`src/rtl/flow_ctrl_if.sv`:
```
// Pipeline flow-control bundle: hazard inputs from the ID/EX/MEM stages and
// the stall/flush/redirect controls returned to the pipeline registers and PC.
interface flow_ctrl_if;
  // Hazard sources
  logic        ex_jump_flag_i;
  logic [31:0] ex_jump_pc_i;
  logic        idex_mtype_i;
  logic        idex_mem_rw_i;
  logic [4:0]  idex_reg_waddr_i;
  logic [4:0]  id_rs1_raddr_i;
  logic [4:0]  id_rs2_raddr_i;
  logic        id_rs1_re_i;
  logic        id_rs2_re_i;
  logic        mem_req_i;
  logic        mem_ready_i;

  // Pipeline controls
  logic        fc_stall_pc_o;
  logic        fc_stall_ifid_o;
  logic        fc_stall_idex_o;
  logic        fc_stall_exmem_o;
  logic        fc_flush_ifid_o;
  logic        fc_flush_idex_o;
  logic        fc_flush_exmem_o;
  logic        fc_jump_flag_o;
  logic [31:0] fc_jump_pc_o;
  logic        fc_bus_err_o;
  logic [31:0] fc_stall_cnt_o;

  // Pipeline side: produces hazard sources, consumes controls
  modport master (
    output ex_jump_flag_i, ex_jump_pc_i, idex_mtype_i, idex_mem_rw_i,
           idex_reg_waddr_i, id_rs1_raddr_i, id_rs2_raddr_i, id_rs1_re_i,
           id_rs2_re_i, mem_req_i, mem_ready_i,
    input  fc_stall_pc_o, fc_stall_ifid_o, fc_stall_idex_o, fc_stall_exmem_o,
           fc_flush_ifid_o, fc_flush_idex_o, fc_flush_exmem_o, fc_jump_flag_o,
           fc_jump_pc_o, fc_bus_err_o, fc_stall_cnt_o
  );

  // Flow-control unit side
  modport slave (
    input  ex_jump_flag_i, ex_jump_pc_i, idex_mtype_i, idex_mem_rw_i,
           idex_reg_waddr_i, id_rs1_raddr_i, id_rs2_raddr_i, id_rs1_re_i,
           id_rs2_re_i, mem_req_i, mem_ready_i,
    output fc_stall_pc_o, fc_stall_ifid_o, fc_stall_idex_o, fc_stall_exmem_o,
           fc_flush_ifid_o, fc_flush_idex_o, fc_flush_exmem_o, fc_jump_flag_o,
           fc_jump_pc_o, fc_bus_err_o, fc_stall_cnt_o
  );
endinterface

```
`src/rtl/flow_ctrl.sv`:
```
// Pipeline flow-control unit for the five-stage core. Resolves load-use
// hazards, EX-resolved jumps and data-bus waits (with timeout), and keeps a
// saturating count of PC-stall cycles.
module flow_ctrl #(
  parameter int unsigned MEM_TIMEOUT = 16  // legal range 1..255
) (
  input  logic        clk,
  input  logic        rst_n,
  flow_ctrl_if.slave  fc
);

  typedef enum logic {IDLE, MEM_WAIT} state_t;

  localparam logic [7:0] TIMEOUT_CNT = 8'(MEM_TIMEOUT);

  state_t      state_q;
  logic [7:0]  wait_cnt_q;
  logic        bus_err_q;
  logic [31:0] stall_cnt_q;

  logic        mem_stall;
  logic        timeout;
  logic        load_use;
  logic        stall_pc, stall_ifid, stall_idex, stall_exmem;
  logic        flush_ifid, flush_idex, flush_exmem;
  logic        jump_flag;
  logic [31:0] jump_pc;

  // Hazard detection and prioritised stall/flush/redirect decode
  always_comb begin
    // NOTE: every signal gets a default before the priority chain so no path
    // leaves one unassigned, which would otherwise infer a latch.
    mem_stall   = 1'b0;
    timeout     = 1'b0;
    stall_pc    = 1'b0;
    stall_ifid  = 1'b0;
    stall_idex  = 1'b0;
    stall_exmem = 1'b0;
    flush_ifid  = 1'b0;
    flush_idex  = 1'b0;
    flush_exmem = 1'b0;
    jump_flag   = 1'b0;
    jump_pc     = 32'h0;

    if (state_q == IDLE) begin
      mem_stall = fc.mem_req_i & ~fc.mem_ready_i;
    end else begin
      mem_stall = ~fc.mem_ready_i & (wait_cnt_q != TIMEOUT_CNT);
      timeout   = ~fc.mem_ready_i & (wait_cnt_q == TIMEOUT_CNT);
    end

    load_use = fc.idex_mtype_i & ~fc.idex_mem_rw_i &
               (fc.idex_reg_waddr_i != 5'd0) &
               ((fc.id_rs1_re_i & (fc.id_rs1_raddr_i == fc.idex_reg_waddr_i)) |
                (fc.id_rs2_re_i & (fc.id_rs2_raddr_i == fc.idex_reg_waddr_i)));

    if (mem_stall) begin
      // Freeze everything; a jump waiting in EX is replayed once the bus frees
      stall_pc    = 1'b1;
      stall_ifid  = 1'b1;
      stall_idex  = 1'b1;
      stall_exmem = 1'b1;
    end else if (timeout) begin
      // Abort the hung access by dropping it from EX/MEM
      flush_exmem = 1'b1;
    end else if (fc.ex_jump_flag_i) begin
      // Redirect and squash the two younger instructions
      flush_ifid = 1'b1;
      flush_idex = 1'b1;
      jump_flag  = 1'b1;
      jump_pc    = fc.ex_jump_pc_i;
    end else if (load_use) begin
      // Hold IF/ID and insert a bubble; ID/EX must not also stall, since it
      // gives stall priority over flush and the bubble would be lost
      stall_pc   = 1'b1;
      stall_ifid = 1'b1;
      flush_idex = 1'b1;
    end
  end

  // Bus-wait FSM, timeout error pulse and saturating stall counter
  always_ff @(posedge clk or negedge rst_n) begin
    // NOTE: sequential state uses non-blocking assignments so every register
    // samples pre-edge values regardless of statement order.
    if (!rst_n) begin
      state_q     <= IDLE;
      wait_cnt_q  <= 8'd0;
      bus_err_q   <= 1'b0;
      stall_cnt_q <= 32'h0;
    end else begin
      bus_err_q <= 1'b0;
      case (state_q)
        IDLE: begin
          if (fc.mem_req_i && !fc.mem_ready_i) begin
            state_q    <= MEM_WAIT;
            wait_cnt_q <= 8'd1;
          end
        end
        MEM_WAIT: begin
          if (fc.mem_ready_i) begin
            state_q    <= IDLE;
            wait_cnt_q <= 8'd0;
          end else if (wait_cnt_q == TIMEOUT_CNT) begin
            state_q    <= IDLE;
            wait_cnt_q <= 8'd0;
            bus_err_q  <= 1'b1;
          end else begin
            wait_cnt_q <= wait_cnt_q + 8'd1;
          end
        end
        default: begin
          state_q    <= IDLE;
          wait_cnt_q <= 8'd0;
        end
      endcase

      if (stall_pc && (stall_cnt_q != 32'hFFFF_FFFF)) begin
        stall_cnt_q <= stall_cnt_q + 32'd1;
      end
    end
  end

  // Drive the interface outputs
  assign fc.fc_stall_pc_o    = stall_pc;
  assign fc.fc_stall_ifid_o  = stall_ifid;
  assign fc.fc_stall_idex_o  = stall_idex;
  assign fc.fc_stall_exmem_o = stall_exmem;
  assign fc.fc_flush_ifid_o  = flush_ifid;
  assign fc.fc_flush_idex_o  = flush_idex;
  assign fc.fc_flush_exmem_o = flush_exmem;
  assign fc.fc_jump_flag_o   = jump_flag;
  assign fc.fc_jump_pc_o     = jump_pc;
  assign fc.fc_bus_err_o     = bus_err_q;
  assign fc.fc_stall_cnt_o   = stall_cnt_q;

endmodule

```
`src/flat_wrapper.sv`:
```
// flat-port wrapper written by rule: the top's interface ports become plain ports
module flow_ctrl_flat 
#(
  parameter int unsigned MEM_TIMEOUT = 16                       
)
  (clk, rst_n, fc_ex_jump_flag_i, fc_ex_jump_pc_i, fc_idex_mtype_i, fc_idex_mem_rw_i, fc_idex_reg_waddr_i, fc_id_rs1_raddr_i, fc_id_rs2_raddr_i, fc_id_rs1_re_i, fc_id_rs2_re_i, fc_mem_req_i, fc_mem_ready_i, fc_fc_stall_pc_o, fc_fc_stall_ifid_o, fc_fc_stall_idex_o, fc_fc_stall_exmem_o, fc_fc_flush_ifid_o, fc_fc_flush_idex_o, fc_fc_flush_exmem_o, fc_fc_jump_flag_o, fc_fc_jump_pc_o, fc_fc_bus_err_o, fc_fc_stall_cnt_o);
  flow_ctrl_if fc_i ();
  input  logic clk;
  input  logic rst_n;
  input wire logic [$bits(fc_i.ex_jump_flag_i)-1:0] fc_ex_jump_flag_i;
  input wire logic [$bits(fc_i.ex_jump_pc_i)-1:0] fc_ex_jump_pc_i;
  input wire logic [$bits(fc_i.idex_mtype_i)-1:0] fc_idex_mtype_i;
  input wire logic [$bits(fc_i.idex_mem_rw_i)-1:0] fc_idex_mem_rw_i;
  input wire logic [$bits(fc_i.idex_reg_waddr_i)-1:0] fc_idex_reg_waddr_i;
  input wire logic [$bits(fc_i.id_rs1_raddr_i)-1:0] fc_id_rs1_raddr_i;
  input wire logic [$bits(fc_i.id_rs2_raddr_i)-1:0] fc_id_rs2_raddr_i;
  input wire logic [$bits(fc_i.id_rs1_re_i)-1:0] fc_id_rs1_re_i;
  input wire logic [$bits(fc_i.id_rs2_re_i)-1:0] fc_id_rs2_re_i;
  input wire logic [$bits(fc_i.mem_req_i)-1:0] fc_mem_req_i;
  input wire logic [$bits(fc_i.mem_ready_i)-1:0] fc_mem_ready_i;
  output wire logic [$bits(fc_i.fc_stall_pc_o)-1:0] fc_fc_stall_pc_o;
  output wire logic [$bits(fc_i.fc_stall_ifid_o)-1:0] fc_fc_stall_ifid_o;
  output wire logic [$bits(fc_i.fc_stall_idex_o)-1:0] fc_fc_stall_idex_o;
  output wire logic [$bits(fc_i.fc_stall_exmem_o)-1:0] fc_fc_stall_exmem_o;
  output wire logic [$bits(fc_i.fc_flush_ifid_o)-1:0] fc_fc_flush_ifid_o;
  output wire logic [$bits(fc_i.fc_flush_idex_o)-1:0] fc_fc_flush_idex_o;
  output wire logic [$bits(fc_i.fc_flush_exmem_o)-1:0] fc_fc_flush_exmem_o;
  output wire logic [$bits(fc_i.fc_jump_flag_o)-1:0] fc_fc_jump_flag_o;
  output wire logic [$bits(fc_i.fc_jump_pc_o)-1:0] fc_fc_jump_pc_o;
  output wire logic [$bits(fc_i.fc_bus_err_o)-1:0] fc_fc_bus_err_o;
  output wire logic [$bits(fc_i.fc_stall_cnt_o)-1:0] fc_fc_stall_cnt_o;
  assign fc_i.ex_jump_flag_i = fc_ex_jump_flag_i;
  assign fc_i.ex_jump_pc_i = fc_ex_jump_pc_i;
  assign fc_i.idex_mtype_i = fc_idex_mtype_i;
  assign fc_i.idex_mem_rw_i = fc_idex_mem_rw_i;
  assign fc_i.idex_reg_waddr_i = fc_idex_reg_waddr_i;
  assign fc_i.id_rs1_raddr_i = fc_id_rs1_raddr_i;
  assign fc_i.id_rs2_raddr_i = fc_id_rs2_raddr_i;
  assign fc_i.id_rs1_re_i = fc_id_rs1_re_i;
  assign fc_i.id_rs2_re_i = fc_id_rs2_re_i;
  assign fc_i.mem_req_i = fc_mem_req_i;
  assign fc_i.mem_ready_i = fc_mem_ready_i;
  assign fc_fc_stall_pc_o = fc_i.fc_stall_pc_o;
  assign fc_fc_stall_ifid_o = fc_i.fc_stall_ifid_o;
  assign fc_fc_stall_idex_o = fc_i.fc_stall_idex_o;
  assign fc_fc_stall_exmem_o = fc_i.fc_stall_exmem_o;
  assign fc_fc_flush_ifid_o = fc_i.fc_flush_ifid_o;
  assign fc_fc_flush_idex_o = fc_i.fc_flush_idex_o;
  assign fc_fc_flush_exmem_o = fc_i.fc_flush_exmem_o;
  assign fc_fc_jump_flag_o = fc_i.fc_jump_flag_o;
  assign fc_fc_jump_pc_o = fc_i.fc_jump_pc_o;
  assign fc_fc_bus_err_o = fc_i.fc_bus_err_o;
  assign fc_fc_stall_cnt_o = fc_i.fc_stall_cnt_o;
  flow_ctrl #(.MEM_TIMEOUT(MEM_TIMEOUT)) u_core (.clk(clk), .rst_n(rst_n), .fc(fc_i));
endmodule
```
`config.mk`:
```
export PLATFORM = sky130hd
export DESIGN_NAME = flow_ctrl_flat
export DESIGN_NICKNAME = d
export VERILOG_FILES = /design/src/rtl/flow_ctrl_if.sv /design/src/rtl/flow_ctrl.sv /design/src/flat_wrapper.sv
export SDC_FILE = /design/constraint.sdc
export NUM_CORES = 1
export LEC_CHECK = 0
export ABC_AREA = 1
export CORE_ASPECT_RATIO = 1.25
export CORE_UTILIZATION = 48
export DETAILED_ROUTE_END_ITERATION = 7
export GPL_TIMING_DRIVEN = 0
export PLACE_DENSITY = 0.93
export SETUP_SLACK_MARGIN = 0.4
export SLEW_MARGIN = 5
export SYNTH_ARGS = -nofsm -noshare
export SYNTH_HDL_FRONTEND = slang
export SYNTH_SLANG_ARGS = --single-unit
```
`constraint.sdc`:
```
create_clock -name clk -period 3.9 [get_ports clk]
set_clock_uncertainty 0.2 [all_clocks]
set_input_delay 0.78 -clock clk [delete_from_list [all_inputs] [get_ports clk]]
set_output_delay 0.78 -clock clk [all_outputs]
set_load 0.01 [all_outputs]
```
==> impl_summary.txt, run 1 <==
----------------------------------------------------
[Run status]
  Status ... complete, no violations

[GRT]
  Met1 global-route usage ... about 32%
  Gr usage total ... 29.9%
  Antenna violations before repair ... 1
  GRT busiest layer ... met2
  GR Overflow Total ... 0
  Met3 layer usage reported by global route ... under 10%
  Maximum number of pins on one net before global-route repair ... 30
  Global-route wire length before repair ... about 16000 microns
  Met2 GRT Util ... a little under three fifths
  Vias in the first global route ... between 3000 and 4000

[Placement]
  Worst slack at placement ... -0.0565 ns
  Dpl cell area ... approximately 4700 sq um
  GPL Wtd Cong ... roughly 0.95
  Count of input and output buffers ... about 130
  HPWL after detailed placement ... slightly above 8000 microns

[Clock tree]
  Clock Latency Late Sink ... approximately 0.30 ns
  Number of H-tree branching levels ... 2
  Buffer levels on the longest clock path ... 2
  Clock tree from TritonCTS ... built
  Post-CTS clock slew at the launch and capture registers of the worst setup and hold paths ... roughly 0.090 ns
  Number of sinks on the clock net ... between 40 and 50
  TritonCTS buffer count ... 5
  Number of buffers inserted for hold repair after clock tree synthesis ... 0
  Root Driver ... sky130_fd_sc_hd__clkbuf_8

[Synthesis]
  Flops & latches, synth ... 42
  Yosys warning count ... 0
  Mean instance size in the synthesized netlist ... just over 6 sq um
  Xor-xnor portion of the synthesized cell area ... under 10%
  Proportion of synthesized area in mux cells ... 0%
  Most area-consuming cells after synthesis ... sky130_fd_sc_hd__dfrtp_1 32%, sky130_fd_sc_hd__nand2_1 21%, sky130_fd_sc_hd__inv_1 11%
  Adder-cell share of the synthesized area ... roughly 1.1%
  Area fraction in and, or, nand and nor cells after synthesis ... between 40% and 50%
  Post-Syn Instances ... between 500 and 600
  Post-synth top area share ... 32.1%
  Main combinational cell family by area after synthesis ... simple AND/OR/NAND/NOR gates
  Synthesized netlist net count ... 596
  Post-synth cell types ... 35
  Combined area of all synthesized cells ... around 3300 sq um
  Seq/Total Area, Yosys ... 32.1%
  Post-synthesis compound-gate area fraction ... about 3.2%
  Largest area contributor in the synthesized netlist ... sky130_fd_sc_hd__dfrtp_1

[Route]
  Drt first pass iters ... 5
  Number of nets with antenna violations after detailed routing ... 0
  Drt total wl ... between 10000 and 15000 microns
  DR vias ... ~3800
  Routed vias/inst ... between 5 and 6
  DRC Markers ... 0
  Number of DRC markers after the initial detailed-route iteration ... ~220
  Drt wl/cell ... approximately 13 microns

[Floorplan]
  Width of the die ... around 76 microns
  Area of the placeable core ... 6570 sq um
  Overall die area ... ~7200 sq um
  Effective utilization at floorplan ... ~50%
  # rows ... 33
  Die Y-Extent ... roughly 94 microns
  IO Pins ... about 130

[Worst hold path]
  Worst min path class ... in2async

[STA]
  Worst slew margin relative to its limit ... between 70% and 80%
  Hold Vio Cnt, Final ... 0
  Worst Tran Pin Value ... ~0.35 ns
  Share of the cycle needed by the critical path after routing ... between 80% and 90%
  Unrepaired setup endpoints after global routing ... yes
  Final-report setup violation count ... 0
  Minimum period implied by the final worst setup slack ... between 3 and 4 ns
  Min setup slack post-route ... 0.422 ns
  Setup TNS ... 0 ns
  Final max-slew violation count ... 0
  Maximum clock frequency ... 0.288 GHz

[Layout]
  Count of nets after finishing ... 735
  Fraction of layout cells with a size suffix above 1 ... roughly 6.5%
  Area growth from synthesis to final layout ... 45.9%
  Summed area of non-filler cells in the final layout ... ~4800 sq um
  Utilization after layout ... roughly 73%

[Setup path]
  Worst Reg-to-Reg Cells ... 14
  Chain of cells forming the critical path ... clkdlybuf4s50_1, inv_1, nand2_1, nand2_1, nor2_1, nand3_1, nand2_1, nand3_2, nand2_4, buf_6, buf_4, dlygate4sd2_1
  Most frequent cell on the critical path ... sky130_fd_sc_hd__nand2_1
  Startpoint type of the worst setup path ... primary input
  Standard cell with the maximum stage delay on the critical path ... sky130_fd_sc_hd__clkdlybuf4s50_1
  Kind of critical path ... in2out
  Crit Path Max Fanout ... 11
  Critical Path AT ... approximately 2.5 ns
  Worst setup EP type ... output pin
  Data required time of the critical path ... between 2 and 3 ns
  Endpoint of the worst register-to-register path ... u_core.fc.fc_stall_cnt_o[29]
  Reg2Reg Setup Slack ... around 1.7 ns
  Delay contributed by the slowest stage of the critical path ... between 0.5 and 0.6 ns
  Critical R2R Launch ... u_core.wait_cnt_q[0]

[Pwr]
  Cell area power density ... 238 nW/um^2
  Largest vdd supply drop ... 236 uV
  Static leakage ... about 2.6 nW

[Run]
  Maxcap violations ... 0

----------------------------------------------------
==> cell usage in the layout (no fill, tap or decap), types with 6 or more instances in the layout <==
cell                              instances
sky130_fd_sc_hd__nand3b_1                 7
sky130_fd_sc_hd__nand2_1                181
sky130_fd_sc_hd__inv_1                   94
sky130_fd_sc_hd__nor2_1                  85
sky130_fd_sc_hd__clkdlybuf4s50_1         90
sky130_fd_sc_hd__xor2_1                  11
sky130_fd_sc_hd__buf_4                    7
sky130_fd_sc_hd__buf_2                    8
sky130_fd_sc_hd__o21ai_0                  6
sky130_fd_sc_hd__nand3_1                 47
sky130_fd_sc_hd__dlygate4sd2_1           34
sky130_fd_sc_hd__nand4_1                  6
sky130_fd_sc_hd__xnor2_1                  6
sky130_fd_sc_hd__dfrtp_1                 42
==> critical path, delay by kind of cell <==
kind                   cells  cell delay [ns]
buffers and inverters      5             1.12
and+or+nand+nor            7             0.60
==> registers in the layout (all words and copies together) (netlist names) <==
name / cells
u_core.fc.fc_bus_err_o: 1
u_core.fc.fc_stall_cnt_o: 32
u_core.state_q: 1
u_core.wait_cnt_q: 8
==> power breakdown <==
group	total [W]	switching, W	internal (W)	leakage (nW)
clock	0.000273	0.000153	0.000120	0.0438
sequential	0.000508	0.0000451	0.000463	0.576
combinational	0.000354	0.000173	0.000181	1.98
==> final cells by class <==
class	instances	area, sq um
inverters	97	364
diodes	1	2.50
repair buffers	132	1280
fillers	550	1790
clock inverters	2	10.0
well taps	87	109
multi-input cells	384	1790
plain buffers	14	98.8
flip-flops and latches	42	1050
clock buffers	5	68.8
==> cell usage after synthesis <==
cell	n
sky130_fd_sc_hd__inv_1	95
sky130_fd_sc_hd__nand3_1	48
sky130_fd_sc_hd__buf_4	3
sky130_fd_sc_hd__clkinv_1	1
sky130_fd_sc_hd__nand2_4	1
sky130_fd_sc_hd__buf_2	9
sky130_fd_sc_hd__nor2b_1	1
sky130_fd_sc_hd__nand2_1	181
sky130_fd_sc_hd__o211ai_1	1
sky130_fd_sc_hd__nor3_1	2
sky130_fd_sc_hd__nor3b_1	1
sky130_fd_sc_hd__o21a_1	2
sky130_fd_sc_hd__xor2_1	11
sky130_fd_sc_hd__nand3_4	1
sky130_fd_sc_hd__nand3_2	1
sky130_fd_sc_hd__o31ai_1	1
sky130_fd_sc_hd__o21ai_0	7
sky130_fd_sc_hd__ha_1	3
sky130_fd_sc_hd__nor2_2	1
sky130_fd_sc_hd__nand3b_1	7
sky130_fd_sc_hd__nand2_2	4
sky130_fd_sc_hd__nor2_4	2
sky130_fd_sc_hd__dfrtp_1	42
sky130_fd_sc_hd__nor2_1	87
sky130_fd_sc_hd__o21ai_2	1
sky130_fd_sc_hd__a31oi_1	1
sky130_fd_sc_hd__inv_2	1
sky130_fd_sc_hd__nor3_2	1
sky130_fd_sc_hd__and3_1	1
sky130_fd_sc_hd__a21oi_1	4
sky130_fd_sc_hd__o22ai_1	1
sky130_fd_sc_hd__nor4_1	1
sky130_fd_sc_hd__xnor2_1	6
sky130_fd_sc_hd__buf_6	2
sky130_fd_sc_hd__nand4_1	6
==> worst max path at each step <==
| stage | start | endpoint | cells after the start |
|---|---|---|---|
| final | fc_idex_reg_waddr_i[2] | fc_fc_stall_pc_o | 12 |
| after detailed placement | fc_idex_reg_waddr_i[3] | fc_fc_stall_pc_o | 12 |
| after CTS | fc_mem_ready_i | fc_fc_jump_flag_o | 9 |
| after global routing | fc_id_rs2_raddr_i[4] | fc_fc_stall_pc_o | 12 |
| after floorplan | fc_mem_ready_i | fc_fc_jump_pc_o[10] | 7 |
| after global placement | fc_idex_reg_waddr_i[1] | fc_fc_stall_pc_o | 12 |
==> metal layers <==
layer  up-vias  part of all wire [%]
li1       1892                     -
met1      1749                    38
met2       156                    52
met3        24                   8.1
met4         0                   2.2
met5         -                     0
==> stage by stage <==
| step | power (W) | std cells | hold WS (ns) |
|---|---|---|---|
| finish | 0.00113 | 764 | 0.166 |
| global route | 0.00120 | 764 | 0.185 |
| CTS | 0.00114 | 763 | 0.184 |
| detailed placement | 0.000875 | 753 | 0.336 |
| global placement | 0.000859 | 752 | 0.311 |
| floorplan | 0.000672 | 537 | 0.284 |
==> logic make-up after synthesis <==
| group | Yosys count |
|---|---|
| adder cells (fa/ha/maj) | 3 |
| AND/OR/NAND/NOR | 346 |
| buffers and inverters | 111 |
| AO/OA/AOI/OAI | 18 |
| flip-flops | 42 |
| XOR/XNOR | 17 |
==> what timing repair did <==
| item | in CTS | in global routing |
|---|---|---|
| setup endpoints to repair | 35 | 8 |
| pin swaps | 2 | 1 |
| buffers inserted | 3 | 0 |
| resized for setup | 40 | 7 |
Power figures use the tool's default switching activity.
==> inputs of run 2 (changes only) <==
Settings changed: PLACE_DENSITY 0.93 to 0.84, REMOVE_ABC_BUFFERS set to 1.
==> run 2 against run 1 <==
Non-clock buffer count down 10; global-route usage is 0.73 points higher; clock power grew 7%; register-to-register slack got worse by 0.12 ns; wire length is 3.4% lower; flip-flop and latch count stayed put; clock-buffer cell count up 2; sequential power is essentially flat.
==> impl_summary.txt, run 2 (synthesized netlist as in run 1, its figures left out) <==
----------------------------------------------------
[Pwr]
  Reported net switching power ... 0.000367 W (-1.3%)
  Part of the power in combinational logic ... 30.1% (-1.1 points)
  Switching Share ... 32.1% (-0.60 points)
  Cell area power density ... 244 nW/um^2 (+2.7%)
  Clock network fraction of total power ... 25.6% (+1.5 points)
  Largest vdd supply drop ... 207 uV (-12%)
  Static leakage ... 2.51 nW (-3.4%)
  Cell-internal power ... 0.000775 W (+1.5%)
  Share of total power in sequential cells ... 44.4% (-0.3 points)

[STA]
  Minimum period implied by the final worst setup slack ... 3.35 ns (-0.126 ns)
  Hold Vio Cnt, Final ... 0 (unchanged)
  Unrepaired setup endpoints after global routing ... yes
  Final-report setup violation count ... 0 (unchanged)
  Worst Tran Pin Value ... 0.589 ns (+0.243 ns)
  Final max-slew violation count ... 0 (unchanged)
  Setup TNS ... 0 ns (unchanged)
  Worst slew margin relative to its limit ... 60.7% (-16 points)
  Share of the cycle needed by the critical path after routing ... 85.9% (-3.2 points)
  Maximum clock frequency ... 0.298 GHz (+3.8%)

[Floorplan]
  Width of the die ... 75.9 microns (unchanged)
  Effective utilization at floorplan ... 49.9% (unchanged)
  IO Pins ... 129 (unchanged)
  # rows ... 33 (unchanged)
  Die Y-Extent ... 94.3 microns (unchanged)
  Area of the placeable core ... 6570 sq um (unchanged)
  Overall die area ... 7160 sq um (unchanged)

[Clock tree]
  TritonCTS buffer count ... 5 (unchanged)
  Clock Latency Late Sink ... 0.30 ns (about the same)
  Clock tree from TritonCTS ... built
  Number of H-tree branching levels ... 2 (unchanged)
  Buffer levels on the longest clock path ... 2 (unchanged)
  Number of buffers inserted for hold repair after clock tree synthesis ... 0 (unchanged)
  Root Driver ... sky130_fd_sc_hd__clkbuf_8
  Post-CTS clock slew at the launch and capture registers of the worst setup and hold paths ... 0.08 ns (about the same)
  Number of sinks on the clock net ... 42 (unchanged)

[Setup path]
  Launching instance or port of the critical path ... u_core.wait_cnt_q[0]
  Critical R2R Launch ... u_core.fc.fc_stall_cnt_o[0]
  Startpoint type of the worst setup path ... flip-flop
  Reg2Reg Setup Slack ... 1.58 ns (-0.12 ns)
  Standard cell with the maximum stage delay on the critical path ... sky130_fd_sc_hd__clkdlybuf4s50_1
  Endpoint of the worst register-to-register path ... u_core.fc.fc_stall_cnt_o[26]
  Data required time of the critical path ... 2.92 ns (about the same)
  Chain of cells forming the critical path ... inv_1, ha_1, nand2_1, nor2_1, nand2_1, o21ai_2, inv_1, clkdlybuf4s50_1
  Crit Path Max Fanout ... 5 (-6)
  Kind of critical path ... reg2out
  Delay contributed by the slowest stage of the critical path ... 0.52 ns (about the same)
  Worst setup EP type ... output pin
  Worst Reg-to-Reg Cells ... 9 (-5)
  Critical Path AT ... 2.37 ns (-0.13 ns)

[Layout]
  Area growth from synthesis to final layout ... 42.9%
  Fraction of layout cells with a size suffix above 1 ... 8.81% (+2.3 points)
  Number of antenna cells inserted ... 0 (-1)
  Utilization after layout ... 71.2% (-1.5 points)
  Max FFs per register ... 32 (unchanged)
  Highest-count cells in the layout ignoring fill and taps ... 181 x sky130_fd_sc_hd__nand2_1, 94 x sky130_fd_sc_hd__inv_1, 90 x sky130_fd_sc_hd__clkdlybuf4s50_1, 86 x sky130_fd_sc_hd__nor2_1, 47 x sky130_fd_sc_hd__nand3_1
  Most common library cell in the layout ignoring fill and taps ... sky130_fd_sc_hd__nand2_1
  Count of nets after finishing ... 728 (-0.95%)

[GRT]
  GR Overflow Total ... 0 (unchanged)
  Gr usage total ... 30.6% (+0.73 points)
  Antenna violations before repair ... 0 (-1)
  Maximum number of pins on one net before global-route repair ... 30 (unchanged)
  Vias in the first global route ... 3796 (+7.2%)
  Global-route wire length before repair ... 16800 microns (+4.1%)

[Placement]
  Count of input and output buffers ... 128 (unchanged)
  HPWL after detailed placement ... 7250 microns (-10%)
  GPL Wtd Cong ... 0.880 (-7.7%)

[Run]
  Maxcap violations ... 0 (unchanged)

[Run status]
  Status ... complete, no violations

[Route]
  DRC Markers ... 0 (unchanged)
  Drt total wl ... 9870 microns (-3.4%)
  Drt first pass iters ... 4 (-1)
  Number of DRC markers after the initial detailed-route iteration ... 208 (-4.1%)
  Number of nets with antenna violations after detailed routing ... 0 (unchanged)
  DR vias ... 3694 (-3.3%)
  Routed vias/inst ... 4.88 (-2.4%)
  Drt wl/cell ... 13.0 microns (-2.5%)

[Worst hold path]
  Worst min path class ... in2async

----------------------------------------------------
-- run 2: cell types whose count changed in the layout (fill, tap and decap cells not counted), sizes merged --
cell and delta:
dlygate4sd2 -23, inv -1, clkinvlp +2, buf -10, clkinv -1, clkbuf +25
diode -1, nand2 +2
-- run 2: routing by layer --
metal	vias up	GRT usage (%)	wire (microns)
li1	1882	-	-
met4	0	15.1	290
met3	24	6.01	477
met2	106	52.1	5130
met5	-	0	0
met1	1682	35.8	3970
-- run 2: how the worst max path moves through the flow --
stage | to | depth (start not counted)
after floorplan | fc_fc_flush_idex_o | 4
after global routing | fc_fc_stall_idex_o | 8
final | fc_fc_stall_exmem_o | 8
after detailed placement | fc_fc_flush_idex_o | 6
after global placement | fc_fc_stall_pc_o | 10
after CTS | fc_fc_flush_idex_o | 10
-- run 2: timing repair --
action / in CTS / in global routing
hold endpoints to repair: 0 / 0
buffers inserted: 7 / 0
resized for setup: 42 / 50
setup endpoints to repair: 35 / 37
pin swaps: 2 / 1
cloned: 3 / 0
-- run 2: power groups by stage --
stage               clock network (W)  registers, W  logic [W]
finish                       0.000292      0.000506   0.000343
floorplan                           0      0.000518   0.000141
global route                 0.000322      0.000511   0.000381
global placement                    0      0.000513   0.000330
detailed placement                  0      0.000514   0.000341
CTS                          0.000301      0.000506   0.000346
-- run 2: through the flow --
step	setup slack, ns	power (W)	hold slack [ns]	instance area (sq um)	std cells
final	0.548	0.00114	0.178	4680	757
after global routing	0.357	0.00121	0.192	4680	757
after CTS	0.335	0.00115	0.181	4750	757
after detailed placement	-0.296	0.000855	0.331	4590	739
after global placement	-0.213	0.000842	0.318	4570	738
after floorplan	0.840	0.000659	0.284	3180	523
-- run 2: worst max-delay path, delay by kind of cell (launching register included) --
kind,cells,cell delay (ns)
buffers and inverters,3,0.74
AO/OA/AOI/OAI,1,0.49
flip-flops,1,0.42
AND/OR/NAND/NOR,3,0.27
adder cells (fa/ha/maj),1,0.14
-- run 2: layout make-up --
class	count	area [sq um]
clock buffers	7	86.3
clock inverters	1	5.00
fillers	556	1890
inverters	97	368
multi-input cells	386	1820
flip-flops and latches	42	1050
well taps	87	109
repair buffers	136	1230
repair inverters	1	7.51
